==> src/rtl/ram_arb_pkg.sv <==
// Shared definitions for the two-requester RAM access arbiter.
package ram_arb_pkg;

   typedef enum logic [1:0] {
      ST_IDLE   = 2'd0,
      ST_ACCESS = 2'd1,
      ST_WAIT   = 2'd2,
      ST_RESP   = 2'd3
   } state_e;

   localparam int OWNER_W = 1;
   localparam int CNT_W   = 3;

endpackage

==> src/rtl/rr_arb2.sv <==
// Two-way request arbiter. RAM_ARB_ROUND_ROBIN_EN selects round-robin on ties;
// otherwise requester 0 has fixed priority.
module rr_arb2
   import ram_arb_pkg::*;
(
   input  logic               valid0_i,
   input  logic               valid1_i,
   input  logic [OWNER_W-1:0] last_i,
   output logic               grant0_o,
   output logic               grant1_o
);

`ifdef RAM_ARB_ROUND_ROBIN_EN
   // On a tie the requester that was not granted last wins.
   assign grant0_o = valid0_i & (~valid1_i | last_i[0]);
   assign grant1_o = valid1_i & (~valid0_i | ~last_i[0]);
`else
   logic unused_last;
   assign unused_last = last_i[0];
   assign grant0_o    = valid0_i;
   assign grant1_o    = valid1_i & ~valid0_i;
`endif

endmodule

==> src/rtl/ram_access_arbiter.sv <==
// Shares one single-port clocked RAM between two valid/ready requesters.
// Arbitration mode is chosen by RAM_ARB_ROUND_ROBIN_EN (see rr_arb2).
//
// state  | meaning
// IDLE   | RAM pins quiet, grant offered to the arbitrated requester
// ACCESS | one cycle driving addr/wdata/r_w to the RAM
// WAIT   | read in flight, RD_LAT-1 cycles counted down
// RESP   | read data sampled (reads) / write completion pulse visible
module ram_access_arbiter
   import ram_arb_pkg::*;
#(
   parameter int DATA_W = 8,
   parameter int ADDR_W = 1,
   parameter int RD_LAT = 1
) (
   input  logic              clk,
   input  logic              clear,
   input  logic              req0_valid,
   input  logic              req0_we,
   input  logic [ADDR_W-1:0] req0_addr,
   input  logic [DATA_W-1:0] req0_wdata,
   output logic              req0_ready,
   output logic              rsp0_valid,
   output logic [DATA_W-1:0] rsp0_rdata,
   input  logic              req1_valid,
   input  logic              req1_we,
   input  logic [ADDR_W-1:0] req1_addr,
   input  logic [DATA_W-1:0] req1_wdata,
   output logic              req1_ready,
   output logic              rsp1_valid,
   output logic [DATA_W-1:0] rsp1_rdata,
   output logic [ADDR_W-1:0] ram_addr,
   output logic              ram_r_w,
   output logic [DATA_W-1:0] ram_wdata,
   input  logic [DATA_W-1:0] ram_rdata,
   output logic              busy
);

   state_e              state_q, state_d;
   logic [OWNER_W-1:0]  owner_q, owner_d;
   logic [OWNER_W-1:0]  last_q, last_d;
   logic                we_q, we_d;
   logic [ADDR_W-1:0]   addr_q, addr_d;
   logic [DATA_W-1:0]   wdata_q, wdata_d;
   logic [CNT_W-1:0]    cnt_q, cnt_d;
   logic                rsp0_valid_q, rsp0_valid_d;
   logic                rsp1_valid_q, rsp1_valid_d;
   logic [DATA_W-1:0]   rsp0_rdata_q, rsp0_rdata_d;
   logic [DATA_W-1:0]   rsp1_rdata_q, rsp1_rdata_d;
   logic                grant0, grant1;
   logic                done;
   logic [DATA_W-1:0]   done_data;

   rr_arb2 u_arb (
      .valid0_i (req0_valid),
      .valid1_i (req1_valid),
      .last_i   (last_q),
      .grant0_o (grant0),
      .grant1_o (grant1)
   );

   always_comb begin
      state_d   = state_q;
      owner_d   = owner_q;
      last_d    = last_q;
      we_d      = we_q;
      addr_d    = addr_q;
      wdata_d   = wdata_q;
      cnt_d     = cnt_q;
      done      = 1'b0;
      done_data = '0;
      case (state_q)
         ST_IDLE: begin
            if (grant0 | grant1) begin
               owner_d = OWNER_W'(grant1);
               last_d  = OWNER_W'(grant1);
               we_d    = grant1 ? req1_we    : req0_we;
               addr_d  = grant1 ? req1_addr  : req0_addr;
               wdata_d = grant1 ? req1_wdata : req0_wdata;
               state_d = ST_ACCESS;
            end
         end
         ST_ACCESS: begin
            // Write completion is registered here so the pulse lands in RESP.
            if (we_q) begin
               state_d = ST_RESP;
               done    = 1'b1;
            end else if (RD_LAT == 1) begin
               state_d = ST_RESP;
            end else begin
               state_d = ST_WAIT;
               cnt_d   = CNT_W'(RD_LAT - 1);
            end
         end
         ST_WAIT: begin
            cnt_d = cnt_q - CNT_W'(1);
            if (cnt_q <= CNT_W'(1)) state_d = ST_RESP;
         end
         ST_RESP: begin
            state_d = ST_IDLE;
            if (!we_q) begin
               done      = 1'b1;
               done_data = ram_rdata;
            end
         end
         default: state_d = ST_IDLE;
      endcase
      rsp0_valid_d = done & (owner_q == OWNER_W'(0));
      rsp1_valid_d = done & (owner_q == OWNER_W'(1));
      rsp0_rdata_d = rsp0_valid_d ? done_data : rsp0_rdata_q;
      rsp1_rdata_d = rsp1_valid_d ? done_data : rsp1_rdata_q;
   end

   always_ff @(posedge clk) begin
      if (clear) begin
         state_q      <= ST_IDLE;
         owner_q      <= '0;
         last_q       <= OWNER_W'(1);
         we_q         <= 1'b0;
         addr_q       <= '0;
         wdata_q      <= '0;
         cnt_q        <= '0;
         rsp0_valid_q <= 1'b0;
         rsp1_valid_q <= 1'b0;
         rsp0_rdata_q <= '0;
         rsp1_rdata_q <= '0;
      end else begin
         state_q      <= state_d;
         owner_q      <= owner_d;
         last_q       <= last_d;
         we_q         <= we_d;
         addr_q       <= addr_d;
         wdata_q      <= wdata_d;
         cnt_q        <= cnt_d;
         rsp0_valid_q <= rsp0_valid_d;
         rsp1_valid_q <= rsp1_valid_d;
         rsp0_rdata_q <= rsp0_rdata_d;
         rsp1_rdata_q <= rsp1_rdata_d;
      end
   end

   assign req0_ready = (state_q == ST_IDLE) & grant0;
   assign req1_ready = (state_q == ST_IDLE) & grant1;
   assign rsp0_valid = rsp0_valid_q;
   assign rsp1_valid = rsp1_valid_q;
   assign rsp0_rdata = rsp0_rdata_q;
   assign rsp1_rdata = rsp1_rdata_q;
   assign busy       = (state_q != ST_IDLE);
   assign ram_r_w    = (state_q == ST_ACCESS) & we_q;
   assign ram_addr   = (state_q == ST_IDLE)   ? '0 : addr_q;
   assign ram_wdata  = (state_q == ST_ACCESS) ? wdata_q : '0;

endmodule

==> config.mk <==
export PLATFORM = sky130hd
export DESIGN_NAME = ram_access_arbiter
export DESIGN_NICKNAME = d
export VERILOG_FILES = /design/src/rtl/ram_arb_pkg.sv /design/src/rtl/rr_arb2.sv /design/src/rtl/ram_access_arbiter.sv
export SDC_FILE = /design/constraint.sdc
export NUM_CORES = 1
export LEC_CHECK = 0
export CAP_MARGIN = 0
export CORE_MARGIN = 1
export CORE_UTILIZATION = 45
export DETAILED_ROUTE_END_ITERATION = 8
export PLACE_DENSITY = 0.83
export SKIP_CTS_REPAIR_TIMING = 1
export SYNTH_ARGS = -nofsm -noshare
export SYNTH_HDL_FRONTEND = slang
export SYNTH_SLANG_ARGS = --single-unit
==> constraint.sdc <==
create_clock -name clk -period 2.2 [get_ports clk]
set_input_delay 0.44 -clock clk [delete_from_list [all_inputs] [get_ports clk]]
set_output_delay 0.44 -clock clk [all_outputs]
set_load 0.05 [all_outputs]
### Word level (Yosys, flattened, before mapping)

Cells that the tools add are included.

* input port bits: 32
* register bits: 34
* output and inout bits: 31
* word-level logic and storage cells: 43

* multiplexer cells: 13
* add/sub/neg operators: 1
* equality and inequality tests: 5
* bitwise logic cells: 9
* reduce and logical (&&, ||, !) cells: 4
* $lt $le $gt $ge: 1

Operators with widths (count)
* $mux W8: 4
* $pmux W2 S4: 1
* $and A1 B1 Y1: 6
* $mux W1: 5
* $eq A2 B2 Y1 const B: 2
* $mux W2: 2
* $ne A2 B2 Y1 const B: 2
* $reduce_and A2 Y1: 2
* $le A3 B1 Y1 const B: 1
* $sub A3 B1 Y3 const B: 1
* $eq A2 B1 Y1 const B: 1
* $logic_not A2 Y1: 1
* $not A1 Y1: 2
* $pmux W1 S2: 1
* $reduce_bool A2 Y1: 1
* $or A1 B1 Y1: 1

### Longest topological paths before layout

* depth in word-level cells: 5
* depth in mapped cells: 6

### Hierarchy

Synthesis repeated with hierarchy kept, for this count alone.

* cell total of the unflattened synthesis: 177
* area total of the unflattened synthesis: 1569.0 µm²

By module, submodules not included
* ram_access_arbiter: area each 1547.7 µm², instances 1, cells each 175
* rr_arb2: area each 21.3 µm², instances 1, cells each 2

### Worst setup path before layout

No wires, ideal clock.

* path type: register -> output
* start point: register state_q[0]
* end point: output ram_addr
* path buffers: 0
* path slack: 0.353 ns
* data arrival time: 1.407 ns
* cell stages (with the launch flop): 4
* path through: dfxtp_1 > inv_1 > ha_1 > nor2b_1

* cells in the longest elaborated chain, start to end: 2

RTL lines
* start, declared: line ram_access_arbiter.sv:39 `state_e state_q, state_d;`
* start signal, assigned: line ram_access_arbiter.sv:128 `state_q <= state_d;`
* $logic_not A2 Y1: line ram_access_arbiter.sv:150 `assign ram_addr = (state_q == ST_IDLE) ? '0 : addr_q;`
* $mux W1: line ram_access_arbiter.sv:150
* end, declared: line ram_access_arbiter.sv:32 `output logic [ADDR_W-1:0] ram_addr,`

Every way passes these cells.

### Worst setup path in the final report

* start point: register state_q[1]
* end point: output ram_wdata[5]

* cells in the longest elaborated chain, start to end: 2

RTL lines
* $eq A2 B1 Y1: line ram_access_arbiter.sv:151 `assign ram_wdata = (state_q == ST_ACCESS) ? wdata_q : '0;`
* $mux W8: line ram_access_arbiter.sv:151
* end, declared: line ram_access_arbiter.sv:34 `output logic [DATA_W-1:0] ram_wdata,`

Every way passes these cells.

==> results_dict.tcl <==
set metrics [dict create \
    outcome "completed" \
    finalWirelength_mm 3.68 \
    crit_slowest_cell "dfxtp_1" \
    floorplan.die.width_microns 60.3 \
    slowest_delay_ps 430 \
    syn-cell-area_sq_um 1530 \
    n_diodes 0 \
    synthToLayoutAreaGrowth_pct 56.7 \
    post_drt_wl_per_cell_microns 13.1 \
    grt.total_usage_pct 23.1 \
    clock_insertion_delay_worst_skew_ps 330 \
    hold_viol 0 \
    cts.root.buffer_cell "clkbuf_4" \
    cp_data_required_time_ps 1760 \
    synth.distinct_cells 27 \
    critical_path.endpoint_type "output pin" \
    fin_crit_sh_pct 90.5 \
    initial_util_pct 48.9 \
    syn_avg_cell_area_sq_um 8.84 \
    die_h_microns 60.3 \
    via_count_of_the_first_global_routing_pass 1436 \
    cts_buffers 5 \
    critical_path_arrival_ps 1550 \
    tightest_slew_ps 527 \
    buffer_ports.inserted 62 \
    dieArea_sq_um 3630 \
    setup_tns_final_ps 0 \
    slew_headroom_pct 64.7 \
    period_minus_slack_ps 1990 \
    gpl.final_weighted_congestion 0.778 \
    number_of_max_slew_violations_in_the_final_report 0 \
    antenna_found_initial 0 \
    globalRoute.totalOverflow 0 \
    clkSinkCount 34 \
    drc 0 \
    average_via_count_per_standard_cell 5.22 \
    synthCells 173 \
    setup.reg_to_reg.worst_slack_ps 630 \
    io_pins 63 \
    max-vdd-ir-drop_uv 551 \
    grt_max_degree 21 \
    dr.first_iter.drc_count 67 \
    setup_viol_count_final 0 \
    mappedNetlistNets 212 \
    p_per_area_nw_per_um2 993 \
    synth_warnings 0 \
    first_pass_detailed_route_iteration_total 4 \
    clkTransAtPathRegs_ps 110 \
    place.detailed.instances 274 \
    timing.critical_path.from_type "flop" \
    clock_tree_from_tritoncts "built" \
    num-nets-final 276 \
    ys_seq_area_share_pct 44.5 \
    rsz0062_at_grt "false" \
    synth-seq-cells 34 \
    leakage_dissipation_nw 0.900 \
    vias 1471 \
    hold_path.class "flop to flop" \
    max_frequency_mhz 502 \
    detailedPlacementHpwl_mm 2.84 \
    max_cap_viol_count 0 \
    finalClockSkew_ps 6.29 \
    wire_length_of_the_first_global_routing_pass_mm 6.12 \
    number_of_levels_the_h_tree_was_split_into 2 \
    postRouteAntennaNets 0 \
    core_rows 20 \
    count_of_non_filler_cells_in_the_finished_layout 282 \
    post_route_cells_drive_above_1_share_pct 12.2 \
    max-clock-path-buffers 2 \
    crit_chain "inv_1 > ha_1 > and2_1 > buf_12" \
    setup_crit_path_kind "flop to output pin" \
    cp_max_fo 10 \
    core_box_area_sq_um 3130 \
]
-- routing by layer --
metal | part of all wire (%) | track usage [%] | vias to the layer above
met5 | 0 | 0 | -
met4 | 1.7 | 12.6 | 0
met3 | 8.5 | 6.71 | 9
met2 | 50 | 38.9 | 76
met1 | 40 | 26.0 | 667
li1 | - | - | 719
-- Yosys cell counts, drive strengths merged --
library cell | instances | area (sq um)
inv | 6 | 22.5
or3 | 1 | 6.26
buf | 3 | 20.0
nor3 | 3 | 15.0
ha | 7 | 87.6
and2 | 11 | 68.8
a211oi | 11 | 82.6
nor3b | 1 | 12.5
nand2 | 17 | 63.8
mux2 | 1 | 11.3
and2b | 1 | 7.51
a21oi | 17 | 85.1
clkbuf | 7 | 26.3
nor2 | 16 | 60.1
o21a | 1 | 7.51
and3b | 1 | 8.76
nor2b | 1 | 6.26
dfxtp | 34 | 681
o21ai | 16 | 80.1
mux2i | 12 | 124
xnor2 | 1 | 8.76
a32oi | 1 | 16.3
nand2b | 3 | 18.8
xor2 | 1 | 8.76
-- power breakdown --
| group | internal (mW) | switching, mW | total [mW] |
|---|---|---|---|
| sequential | 0.730 | 0.0906 | 0.821 |
| clock | 0.238 | 0.217 | 0.455 |
| combinational | 0.467 | 0.637 | 1.10 |
| total | 1.44 | 0.944 | 2.38 |
-- metrics by stage --
stage	worst slack (ps)	area [sq um]	hold slack, ps	util [%]	power, mW
CTS	197	2400	489	76.6	2.40
global placement	278	2310	460	74.0	1.89
detailed placement	270	2310	471	74.0	1.94
finish	209	2400	482	76.6	2.38
floorplan	353	1530	465	-	1.50
global route	85.2	2400	495	76.6	2.52
-- final timing paths --
check	cells past startpoint	end	start
max reg2reg	6	rsp0_rdata[4]$_SDFFE_PP0P_	state_q[1]$_SDFFE_PP0P_
min reg2reg	2	rsp0_rdata[6]$_SDFFE_PP0P_	rsp0_rdata[6]$_SDFFE_PP0P_
max	4	ram_wdata[5]	state_q[1]$_SDFFE_PP0P_
min	2	rsp0_rdata[6]$_SDFFE_PP0P_	rsp0_rdata[6]$_SDFFE_PP0P_
-- final cells by class --
| type | instances | area, sq um |
|---|---|---|
| Clock buffer | 5 | 37.5 |
| Clock inverter | 3 | 45.0 |
| Fill cell | 224 | 732 |
| Inverter | 6 | 22.5 |
| Multi-Input combinational cell | 123 | 779 |
| Sequential cell | 34 | 681 |
| Tap cell | 44 | 55.1 |
| Timing Repair Buffer | 67 | 776 |
-- worst max-delay path: cells and delay by family, from the launching register on --
family                     cells  cell delay (ps)
buffers and inverters          2              250
DFF                            1              430
adders and majority gates      1              300
and+or+nand+nor                1              240
-- cell families (layout without fill, tap and decap cells) --
kind of cell,count (synthesis),in the layout,share of synthesized area [%]
compound gates,46,46,17.8
mux,13,13,8.84
simple gates,55,55,17.5
xor+xnor,2,2,1.15
buf+inv,16,81,4.50
flops,34,34,44.5
fa+ha+maj,7,7,5.73
-- sequential cells by signal, summed over array words and instances (netlist names) --
signal      flops
rsp0_valid      1
we_q            1
state_q         2
rsp1_valid      1
addr_q          1
rsp1_rdata      8
cnt_q           3
wdata_q         8
owner_q         1
rsp0_rdata      8
-- cell usage in the layout, fill, tap and decap left out, types with 2 or more instances in the layout --
| master | count |
|---|---|
| clkinvlp_4 | 2 |
| nor2_1 | 16 |
| buf_4 | 6 |
| o21ai_0 | 8 |
| nor3_1 | 3 |
| ha_1 | 7 |
| mux2i_1 | 11 |
| nand2b_1 | 3 |
| buf_12 | 12 |
| nand2_1 | 17 |
| a211oi_1 | 11 |
| dfxtp_1 | 34 |
| and2_1 | 11 |
| clkdlybuf4s50_1 | 49 |
| clkbuf_4 | 5 |
| a21oi_1 | 17 |
| o21ai_1 | 8 |
| inv_1 | 6 |
No activity file was read; power rests on OpenSTA's default activity.
